[config.mk]
export PLATFORM = sky130hd
export DESIGN_NAME = change_dispenser
export DESIGN_NICKNAME = d
export VERILOG_FILES = /design/src/rtl/change_dispenser.sv
export SDC_FILE = /design/constraint.sdc
export NUM_CORES = 1
export LEC_CHECK = 0
export ABC_AREA = 0
export BUFFER_PORTS_ARGS = -buffer_cell sky130_fd_sc_hd__clkbuf_2
export CORE_MARGIN = 5
export CORE_UTILIZATION = 25
export DETAILED_ROUTE_END_ITERATION = 6
export PLACE_DENSITY_LB_ADDON = 0.25
export SETUP_SLACK_MARGIN = 0.15
export SKIP_CTS_REPAIR_TIMING = 1
export SLEW_MARGIN = 25
export SYNTH_ARGS = -nofsm -noshare
export SYNTH_HDL_FRONTEND = slang
export SYNTH_SLANG_ARGS = --single-unit
[constraint.sdc]
create_clock -name sys_clk -period 5.3 [get_ports sys_clk]
set_clock_uncertainty 0.2 [all_clocks]
set_input_delay 0.53 -clock sys_clk [delete_from_list [all_inputs] [get_ports sys_clk]]
set_output_delay 0.53 -clock sys_clk [all_outputs]
set_load 0.02 [all_outputs]
[src/rtl/change_dispenser.sv]
// Greedy largest-first change dispenser: one hopper pulse per coin/note, then a recovery gap.
// Optional abort input enabled by defining DISPENSE_ABORT_EN.
module change_dispenser #(
    parameter int MONEY_W   = 8,
    parameter int PULSE_GAP = 4,
    parameter int CNT_W     = 4
) (
    input  logic               sys_clk,
    input  logic               sys_rst_n,
    input  logic               start,
    input  logic [MONEY_W-1:0] change_in,
`ifdef DISPENSE_ABORT_EN
    input  logic               abort,
`endif
    output logic               busy,
    output logic               done,
    output logic [MONEY_W-1:0] remaining,
    output logic [CNT_W-1:0]   coin_cnt,
    output logic               out_money_one,
    output logic               out_money_five,
    output logic               out_money_ten,
    output logic               out_money_twenty,
    output logic               out_money_fifty
);

    localparam int GAP_W = (PULSE_GAP > 1) ? $clog2(PULSE_GAP) : 1;

    typedef enum logic [2:0] {
        IDLE,
        SELECT,
        PULSE,
        GAP,
        DONE
    } state_t;

    state_t             state;
    logic [4:0]         out_pulse;
    logic [4:0]         pick;
    logic [MONEY_W-1:0] pulse_val;
    logic [GAP_W-1:0]   gap_cnt;
    logic               abort_sel;
    logic               abort_gap;

    // out_pulse bit order: {fifty, twenty, ten, five, one}
    assign out_money_fifty  = out_pulse[4];
    assign out_money_twenty = out_pulse[3];
    assign out_money_ten    = out_pulse[2];
    assign out_money_five   = out_pulse[1];
    assign out_money_one    = out_pulse[0];

    always_comb begin
        pick = 5'b00000;
        if (32'(remaining) >= 32'd50)
            pick = 5'b10000;
        else if (32'(remaining) >= 32'd20)
            pick = 5'b01000;
        else if (32'(remaining) >= 32'd10)
            pick = 5'b00100;
        else if (32'(remaining) >= 32'd5)
            pick = 5'b00010;
        else if (32'(remaining) >= 32'd1)
            pick = 5'b00001;
    end

    // The pulse register doubles as the selected denomination during PULSE.
    always_comb begin
        pulse_val = '0;
        case (out_pulse)
            5'b10000: pulse_val = MONEY_W'(50);
            5'b01000: pulse_val = MONEY_W'(20);
            5'b00100: pulse_val = MONEY_W'(10);
            5'b00010: pulse_val = MONEY_W'(5);
            5'b00001: pulse_val = MONEY_W'(1);
            default:  pulse_val = '0;
        endcase
    end

`ifdef DISPENSE_ABORT_EN
    logic abort_pend;

    // An abort seen during PULSE is held so it takes effect in the first GAP cycle.
    always_ff @(posedge sys_clk or negedge sys_rst_n) begin
        if (!sys_rst_n)
            abort_pend <= 1'b0;
        else if (state == PULSE)
            abort_pend <= abort;
        else if (state != GAP)
            abort_pend <= 1'b0;
    end

    assign abort_sel = abort;
    assign abort_gap = abort | abort_pend;
`else
    assign abort_sel = 1'b0;
    assign abort_gap = 1'b0;
`endif

    always_ff @(posedge sys_clk or negedge sys_rst_n) begin
        if (!sys_rst_n) begin
            state     <= IDLE;
            busy      <= 1'b0;
            done      <= 1'b0;
            remaining <= '0;
            coin_cnt  <= '0;
            out_pulse <= '0;
            gap_cnt   <= '0;
        end else begin
            done      <= 1'b0;
            out_pulse <= '0;
            case (state)
                IDLE: begin
                    if (start) begin
                        remaining <= change_in;
                        coin_cnt  <= '0;
                        busy      <= 1'b1;
                        if (change_in == '0) begin
                            state <= DONE;
                            done  <= 1'b1;
                        end else begin
                            state <= SELECT;
                        end
                    end
                end
                SELECT: begin
                    if (abort_sel) begin
                        state <= DONE;
                        done  <= 1'b1;
                    end else begin
                        out_pulse <= pick;
                        state     <= PULSE;
                    end
                end
                PULSE: begin
                    remaining <= remaining - pulse_val;
                    if (coin_cnt != '1)
                        coin_cnt <= coin_cnt + 1'b1;
                    gap_cnt <= '0;
                    state   <= GAP;
                end
                GAP: begin
                    if (abort_gap) begin
                        state <= DONE;
                        done  <= 1'b1;
                    end else if (gap_cnt == GAP_W'(PULSE_GAP - 1)) begin
                        if (remaining == '0) begin
                            state <= DONE;
                            done  <= 1'b1;
                        end else begin
                            state <= SELECT;
                        end
                    end else begin
                        gap_cnt <= gap_cnt + 1'b1;
                    end
                end
                DONE: begin
                    state <= IDLE;
                    busy  <= 1'b0;
                end
                default: begin
                    state <= IDLE;
                    busy  <= 1'b0;
                end
            endcase
        end
    end

endmodule

==> flow_summary.json, run 1 <==
{
  "clock_path_buffers": 2,
  "setup_viol": 0,
  "cts_max_level": 1,
  "grt_pass1_wl_um": 6400,
  "tightest_slew_ps": 796,
  "tns_ps": 0,
  "drive_above_1_share_pct": 21.1,
  "critPathMaxFanout": 6,
  "end_kind": "flop",
  "nNetsFinal": 207,
  "final_common_cell": "clkbuf_2",
  "status": "completed",
  "cp_data_required_time_ps": 5260,
  "coreArea_sq_mm": 0.00561,
  "syn_inst": 156,
  "drcViolationCount": 0,
  "slew_viol_final": 0,
  "hold_viol": 0,
  "cts_made_buffers": 3,
  "grt_max_degree": 25,
  "multi_input_area_sq_um": 827,
  "drt_wl_total_um": 3800,
  "drt_pass1_iterations": 4,
  "ys_seq_elements": 24,
  "syn_to_final_growth_pct": 18.2,
  "io_pins": 30,
  "cts.sinks": 24,
  "dpl.hpwl_um": 2930,
  "antenna_left": 0,
  "fin_crit_ps": 2660,
  "holdCritPathClass": "input port to async pin",
  "maxSlewHeadroom_pct": 46.7,
  "rsz0062_at_grt": "no",
  "ff_latch_area_sq_um": 601,
  "synthesis.nets": 176,
  "yosysSeqAreaShare_pct": 41.0,
  "ys_types": 44,
  "drt_iter0_drc": 73,
  "path_clk_slew_ps": 90,
  "reg2reg_depth": 9,
  "synth.avg_cell_area_sq_um": 9.38,
  "fillers": 622,
  "gp_congestion": 0.758,
  "clk_latency_ps": 260,
  "total_power_w": 0.00106,
  "fp.dieH_um": 86.5,
  "die_area_sq_mm": 0.00749,
  "p_leak_nw": 0.770,
  "layout_common_cells": "clkbuf_2 (29), nor2_1 (24), dfrtp_1 (24), nand2_1 (10)",
  "r2r-end": "remaining[6]",
  "cts-root-buf": "clkbuf_8",
  "drt-wirelength-per-cell_um": 14.8,
  "path_class": "flop to flop",
  "pwr_density_cell_mw_per_mm2": 614,
  "portBuffers": 29,
  "period_share_pct": 50.1,
  "grt_pass1_vias": 1332,
  "synth_area_sq_mm": 0.00146,
  "die_x_um": 86.5,
  "start_kind": "flop",
  "ys_async_sr_fraction_pct": 100,
  "grt_use_total_pct": 10.9,
  "synth_edf_count": 0,
  "cts_tree": "yes",
  "ys.flop_type": "dfrtp_1",
  "fmaxAchievable_mhz": 376,
  "vias": 1302,
  "r2r-start": "out_pulse[3]",
  "antennaDiodeCount": 0,
  "ys_warn_count": 0,
  "rows": 27,
  "r2r_setup_slack_ps": 2640,
  "antenna_found_initial": 0,
  "final_util_pct": 30.9,
  "vias_per_cell": 5.07,
  "start_util_pct": 26.1,
  "arrival_ps": 2610,
  "cap_violations": 0,
  "ir_drop_v": 0.000187,
  "grt_overflow": 0
}
==> cell usage after synthesis, drive strengths merged, types with 2 or more instances <==
cell    instances  area (sq um)
nor3b           2          15.0
nor3            5          25.0
ha              8           100
o21ai           9          45.0
nand3           6          30.0
nor2           24          90.1
o31ai           2          15.0
mux2i           3          30.0
nand2          10          37.5
inv             5          18.8
and2            2          12.5
xor2            4          35.0
xnor2           4          35.0
nand4           2          12.5
clkbuf          2          7.51
a21oi           5          25.0
nor2b           2          12.5
a22o            2          17.5
nor4            6          37.5
mux2            2          22.5
a22oi           3          22.5
a221o           2          20.0
a32oi           2          17.5
dfrtp          24           601
buf             2          10.0
==> state kept, by name (all words and copies together), names as in the netlist <==
name,count
busy,1
coin_cnt,4
done,1
gap_cnt,2
out_pulse,5
remaining,8
state,3
==> area by class of cell <==
cell class	instances	share of cell area [%]
flip-flops and latches	24	34.7
inverters	5	1.08
repair buffers	30	8.82
multi-input cells	123	47.8
well taps	72	5.21
clock buffers	3	2.39
==> worst max-delay path, cell delays in order, from the launching register on <==
cell,delay (ps)
dfrtp_1,470
nor4_1,320
ha_1,220
inv_1,60
fa_1,400
a21oi_1,200
o211ai_1,140
o21ai_0,150
o21ai_1,80
a221o_1,310
==> routing by layer <==
metal	vias to the layer above	part of all wire (%)	track usage [%]
met1	628	45	14.0
li1	637	-	-
met2	35	49	18.6
met3	2	5.3	2.57
met5	-	0	0
met4	0	0.66	2.12
==> cells by family after synthesis <==
| kind of cell | count (synthesis) | synth area share, % |
|---|---|---|
| muxes | 5 | 3.59 |
| DFF | 24 | 41.0 |
| AOI/OAI and AO/OA | 35 | 17.4 |
| and+or+nand+nor | 66 | 22.6 |
| adders and majority gates | 9 | 8.21 |
| xor gates and xnor gates | 8 | 4.79 |
| buffers and inverters | 9 | 2.48 |
==> where the power goes <==
group          internal (W)  switching [W]  total (W)
logic              0.000254       0.000338   0.000592
clock network     0.0000509      0.0000592   0.000110
registers          0.000250       0.000111   0.000362
==> stage by stage <==
step           std cells  hold WS [ps]  cell area, sq um  setup slack, ps
6_report             257          65.6              1730             2640
5_1_grt              257           122              1730             2430
4_1_cts              257          86.4              1730             2620
3_5_place_dp         254           297              1690             2650
3_3_place_gp         254           287              1690             2710
2_1_floorplan        156          34.4              1460             2750
==> worst max-delay path by stage <==
stage | startpoint | endpoint | slack [ps] | cells past startpoint
detailed placement | out_pulse[3] | remaining[6] | 2650 | 9
CTS | out_pulse[3] | remaining[6] | 2620 | 9
global placement | out_pulse[1] | remaining[6] | 2710 | 10
global route | out_pulse[1] | remaining[6] | 2430 | 10
finish | out_pulse[3] | remaining[6] | 2640 | 9
floorplan | out_pulse[1] | remaining[6] | 2750 | 9
No activity file was read; power rests on OpenSTA's default activity.
==> run 2, diff against run 1 <==
==> constraint.sdc (replaced) <==
create_clock -name sys_clk -period 2.4 [get_ports sys_clk]
set_clock_uncertainty 0.2 [all_clocks]
set_input_delay 0.24 -clock sys_clk [delete_from_list [all_inputs] [get_ports sys_clk]]
set_output_delay 0.24 -clock sys_clk [all_outputs]
set_load 0.02 [all_outputs]
==> run 2 against run 1 <==
Design area rose by 16%. First-iteration DRC count rose by 2.7%. Sequential power grew 100%. Via count up 4.9%. Critical path type unchanged. The run now ends with negative setup slack left. Critical endpoint unchanged. Routed wire length up 5.0%. Largest power group unchanged. Setup slack lost 2700 ps. Maximum frequency increased by 6.8%. Register-to-register slack worse by 2700 ps. Hold slack got worse by 51 ps. Clock power increased to 3.3 times the previous value. Die area is the same.
==> flow_summary.json, run 2 (synthesis results as in run 1) <==
{
  "rsz0062_at_grt": "yes",
  "fmaxAchievable_mhz": 402,
  "cp-endpoint": "remaining[6]",
  "fillers": 600,
  "cts_max_level": 1,
  "multi_input_area_sq_um": 888,
  "r2r-start": "out_pulse[1]",
  "cts-root-buf": "clkbuf_8",
  "end_kind": "flop",
  "path_clk_slew_ps": 90,
  "combPwrFrac_pct": 61.6,
  "cts_tree": "yes",
  "setup_ws_ps": -88.3,
  "seqPwrFrac_pct": 25.8,
  "coreArea_sq_mm": 0.00561,
  "startpoint": "out_pulse[1]",
  "drcViolationCount": 0,
  "grt_use_total_pct": 10.9,
  "hold_viol": 0,
  "grt_max_degree": 25,
  "r2r_setup_slack_ps": -90,
  "p_leak_nw": 0.917,
  "p_sw_w": 0.00125,
  "arrival_ps": 2450,
  "drt_pass1_iterations": 4,
  "r2r-end": "remaining[6]",
  "crit_path_cell_trace": "xnor2_1 -> nor4_2 -> ha_2 -> inv_1 -> fa_2 -> a21oi_2 -> o211ai_1 -> o21ai_1 -> o21ai_1 -> a221o_1",
  "vias_per_cell": 4.84,
  "antenna_left": 0,
  "pwr_density_cell_mw_per_mm2": 1420,
  "largest_reg_flops": 8,
  "layout_common_cells": "clkbuf_2 (29), nor2_1 (24), buf_4 (22), dfrtp_1 (21), nand2_1 (10)",
  "vias": 1366,
  "die_x_um": 86.5,
  "final_util_pct": 35.9,
  "grt_pass1_vias": 1294,
  "drive_above_1_share_pct": 36.7,
  "period_share_pct": 104,
  "status": "finished with violations",
  "tightest_slew_ps": 635,
  "drt_iter0_drc": 75,
  "syn_to_final_growth_pct": 37.7,
  "intPower_w": 0.00161,
  "placed_area_sq_mm": 0.00186,
  "ff_latch_area_sq_um": 604,
  "power_frac_clock_pct": 12.6,
  "clock_path_buffers": 2,
  "path_class": "flop to flop",
  "maxSlewHeadroom_pct": 57.7,
  "fp.dieH_um": 86.5,
  "cts.sinks": 24,
  "top_regs": "remaining (8), out_pulse (5), coin_cnt (4)",
  "violations": "negative setup slack",
  "slowest_delay_ps": 460,
  "ir_drop_v": 0.000438,
  "top_register": "remaining",
  "cap_violations": 0,
  "p_sw_share_pct": 43.6,
  "die_area_sq_mm": 0.00749,
  "io_pins": 30,
  "post-route-cell-area_sq_mm": 0.00202,
  "cpMaxStageDelayCell": "dfrtp_2",
  "grt_overflow": 0,
  "cp_data_required_time_ps": 2360,
  "setup_viol": 2,
  "holdCritPathClass": "input port to flop",
  "worst_path_most_repeated_cell": "o21ai_1",
  "dpl.hpwl_um": 3060,
  "grt_pass1_wl_um": 6490,
  "clk_latency_ps": 270,
  "antenna_found_initial": 0,
  "drt-wirelength-per-cell_um": 14.1,
  "start_kind": "flop",
  "drt_wl_total_um": 3990,
  "nNetsFinal": 231,
  "rows": 27,
  "final_common_cell": "clkbuf_2",
  "slew_viol_final": 0,
  "start_util_pct": 26.1,
  "portBuffers": 29,
  "fin_crit_ps": 2490,
  "critPathMaxFanout": 4,
  "reg2reg_depth": 10,
  "antennaDiodeCount": 0,
  "gp_congestion": 0.774,
  "cts_made_buffers": 3
}
run 2: area by class of cell:
| type | count | area share (%) |
|---|---|---|
| well taps | 72 | 4.47 |
| multi-input cells | 123 | 44.1 |
| clock inverters | 1 | 1.49 |
| repair buffers | 54 | 17.0 |
| flip-flops and latches | 24 | 30.0 |
| inverters | 5 | 0.931 |
| clock buffers | 3 | 2.05 |
run 2: worst min path at each step:
stage                  from           end  slack (ps)  cells past startpoint
3_5_place_dp      sys_rst_n   coin_cnt[2]          90                      1
4_1_cts           sys_rst_n   coin_cnt[1]        -210                      1
3_3_place_gp      sys_rst_n   coin_cnt[1]          90                      1
6_report       change_in[6]  remaining[6]          10                      2
2_1_floorplan     sys_rst_n          busy        -260                      0
5_1_grt        change_in[6]  remaining[6]          20                      2
run 2: worst max-delay path: cells and delay by family, from the launching register on:
family,cells,cell delay (ps)
compound gates,5,810
xor+xnor,1,150
fa+ha+maj,2,560
buf+inv,1,50
flops,1,460
simple gates,1,150
run 2: metal layers:
layer	vias to the layer above	routed length, um	track usage (%)
met1	651	1990	15.7
met3	7	186	1.81
met4	0	59	3.82
met2	30	1760	16.5
met5	-	0	0
li1	678	-	-
run 2: power groups by stage:
stage | logic (W) | clock network (W) | registers [W]
floorplan | 0.000905 | 0 | 0.000873
global placement | 0.00163 | 0 | 0.000745
detailed placement | 0.00162 | 0 | 0.000742
CTS | 0.00164 | 0.000370 | 0.000735
global route | 0.00195 | 0.000387 | 0.000763
finish | 0.00176 | 0.000360 | 0.000738
run 2: per-stage QoR:
stage                     TNS (ps)  cells  total power, W  hold slack, ps  worst slack (ps)
final                         -129    282         0.00286            14.3             -88.3
after global routing          -724    282         0.00310            18.4              -232
after CTS                     -635    278         0.00274            -215              -248
after detailed placement      -550    274         0.00236            89.5              -234
after global placement        -495    274         0.00237            87.1              -191
after floorplan               -107    156         0.00178            -256              -107
==> run 3, diff against run 2 <==
--- a/config.mk
+++ b/config.mk
@@ -8,7 +8,7 @@
 export ABC_AREA = 0
 export BUFFER_PORTS_ARGS = -buffer_cell sky130_fd_sc_hd__clkbuf_2
 export CORE_MARGIN = 5
-export CORE_UTILIZATION = 25
+export CORE_UTILIZATION = 44
 export DETAILED_ROUTE_END_ITERATION = 6
 export PLACE_DENSITY_LB_ADDON = 0.25
 export SETUP_SLACK_MARGIN = 0.15
==> run 3 against run 2 <==
The run ends with negative hold slack, negative setup slack left. Non-clock buffer count is the same. Sequential power grew 3.3%. Global-route usage grew 6.3 points. Cell count shrank 9.2%. Routed wire length shrank 3.9%. Setup slack lost 59 ps. Maximum frequency shrank 2.3%. Critical path type unchanged.
==> flow_summary.json, run 3 (synthesis results as in run 1) <==
{
  "cp-endpoint": "remaining[6]",
  "cap_violations": 0,
  "tightest_slew_ps": 590,
  "finalHoldWorstSlack_ps": -5.72,
  "grt_pass1_wl_um": 5970,
  "dp.cells": 245,
  "final_common_cell": "clkbuf_2",
  "pwr_density_cell_mw_per_mm2": 1400,
  "path_class": "flop to flop",
  "antenna_found_initial": 0,
  "startpoint": "out_pulse[1]",
  "fillers": 295,
  "rows": 21,
  "hold_viol": 2,
  "setup_viol": 4,
  "status": "finished with violations",
  "power_frac_clock_pct": 10.5,
  "r2r-end": "remaining[6]",
  "top_regs": "remaining (8), out_pulse (5), coin_cnt (4)",
  "grt_max_degree": 25,
  "drt-wirelength-per-cell_um": 15.0,
  "largest_reg_flops": 8,
  "clock_path_buffers": 2,
  "vias": 1435,
  "p_sw_share_pct": 44.6,
  "maxSlewHeadroom_pct": 60.7,
  "grt_use_total_pct": 17.3,
  "start_util_pct": 44.6,
  "dpl.hpwl_um": 2900,
  "vias_per_cell": 5.61,
  "cts-root-buf": "clkbuf_4",
  "fmaxAchievable_mhz": 393,
  "arrival_ps": 2560,
  "clk_latency_ps": 310,
  "fin_crit_ps": 2550,
  "drt_pass1_iterations": 4,
  "drcViolationCount": 0,
  "end_kind": "flop",
  "antenna_left": 0,
  "combPwrFrac_pct": 61.9,
  "violations": "negative hold slack, negative setup slack",
  "antennaDiodeCount": 0,
  "rsz0062_at_grt": "yes",
  "coreArea_sq_mm": 0.00328,
  "portBuffers": 29,
  "holdCritPathClass": "input port to flop",
  "r2r-start": "out_pulse[1]",
  "period_share_pct": 106,
  "start_kind": "flop",
  "ir_drop_v": 0.000755,
  "seqPwrFrac_pct": 27.6,
  "top_register": "remaining",
  "syn_to_final_growth_pct": 34.4,
  "r2r_setup_slack_ps": -150,
  "die_area_sq_mm": 0.00458,
  "die_x_um": 67.7,
  "grt_pass1_vias": 1346,
  "intPower_w": 0.00153,
  "fin_cells": 256,
  "grt_overflow": 0,
  "drt_iter0_drc": 84,
  "io_pins": 30,
  "cp_data_required_time_ps": 2410,
  "drt_wl_total_um": 3830,
  "critPathMaxFanout": 5,
  "p_sw_w": 0.00123,
  "cts.sinks": 24,
  "path_clk_slew_ps": 130,
  "cts_max_level": 1,
  "fp.dieH_um": 67.7,
  "total_power_w": 0.00276,
  "reg2reg_depth": 10,
  "p_leak_nw": 0.894,
  "layout_common_cells": "clkbuf_2 (29), nor2_1 (24), dfrtp_1 (21), buf_4 (21), nand2_1 (10)",
  "cts_tree": "yes",
  "setup_ws_ps": -148,
  "tns_ps": -290,
  "gp_congestion": 0.854,
  "cts_made_buffers": 3,
  "drive_above_1_share_pct": 35.7,
  "nNetsFinal": 231,
  "slew_viol_final": 0
}
run 3: power by group through the flow:
stage	clock, W	sequential, W	combinational (W)
after floorplan	0	0.000873	0.000905
after global placement	0	0.000750	0.00155
final	0.000290	0.000762	0.00171
after CTS	0.000297	0.000757	0.00159
after global routing	0.000312	0.000787	0.00188
after detailed placement	0	0.000762	0.00158
run 3: metrics by stage:
step	cell area, sq um	util (%)	hold slack, ps	worst slack [ps]
floorplan	1490	-	-256	-107
global placement	1810	55.0	58.8	-136
detailed placement	1810	55.0	68.2	-301
CTS	1860	56.6	-287	-337
global route	1970	59.9	0.147	-286
finish	1970	59.9	-5.72	-148
run 3: area by class of cell:
cell class | instances | area [sq um] | share of cell area (%)
Clock buffer | 3 | 22.5 | 1.15
Sequential cell | 24 | 604 | 30.7
Timing Repair Buffer | 54 | 343 | 17.4
Clock inverter | 1 | 30.0 | 1.53
Multi-Input combinational cell | 123 | 891 | 45.3
Tap cell | 46 | 57.6 | 2.93
Inverter | 5 | 18.8 | 0.954
run 3: worst min path at each step:
stage	from	to	slack (ps)	depth (start not counted)
floorplan	sys_rst_n	busy	-260	0
global placement	sys_rst_n	remaining[1]	60	1
detailed placement	sys_rst_n	remaining[1]	70	1
CTS	sys_rst_n	remaining[2]	-290	1
global route	change_in[6]	remaining[6]	0.1	2
finish	change_in[5]	remaining[5]	-6	3
run 3: critical path: stages, from the launching register on:
cell,delay [ps]
dfrtp_2,470
xnor2_2,150
nor4_2,180
ha_2,240
inv_2,40
fa_2,350
a21oi_2,150
o211ai_1,130
o21ai_0,160
o21ai_1,90
a221o_1,290
run 3: metal layers:
layer	routed length, um	up-vias	track usage, %
met5	0	-	0
met1	1610	697	21.3
met2	1960	46	30.1
li1	-	681	-
met3	183	11	1.83
met4	80	0	7.85
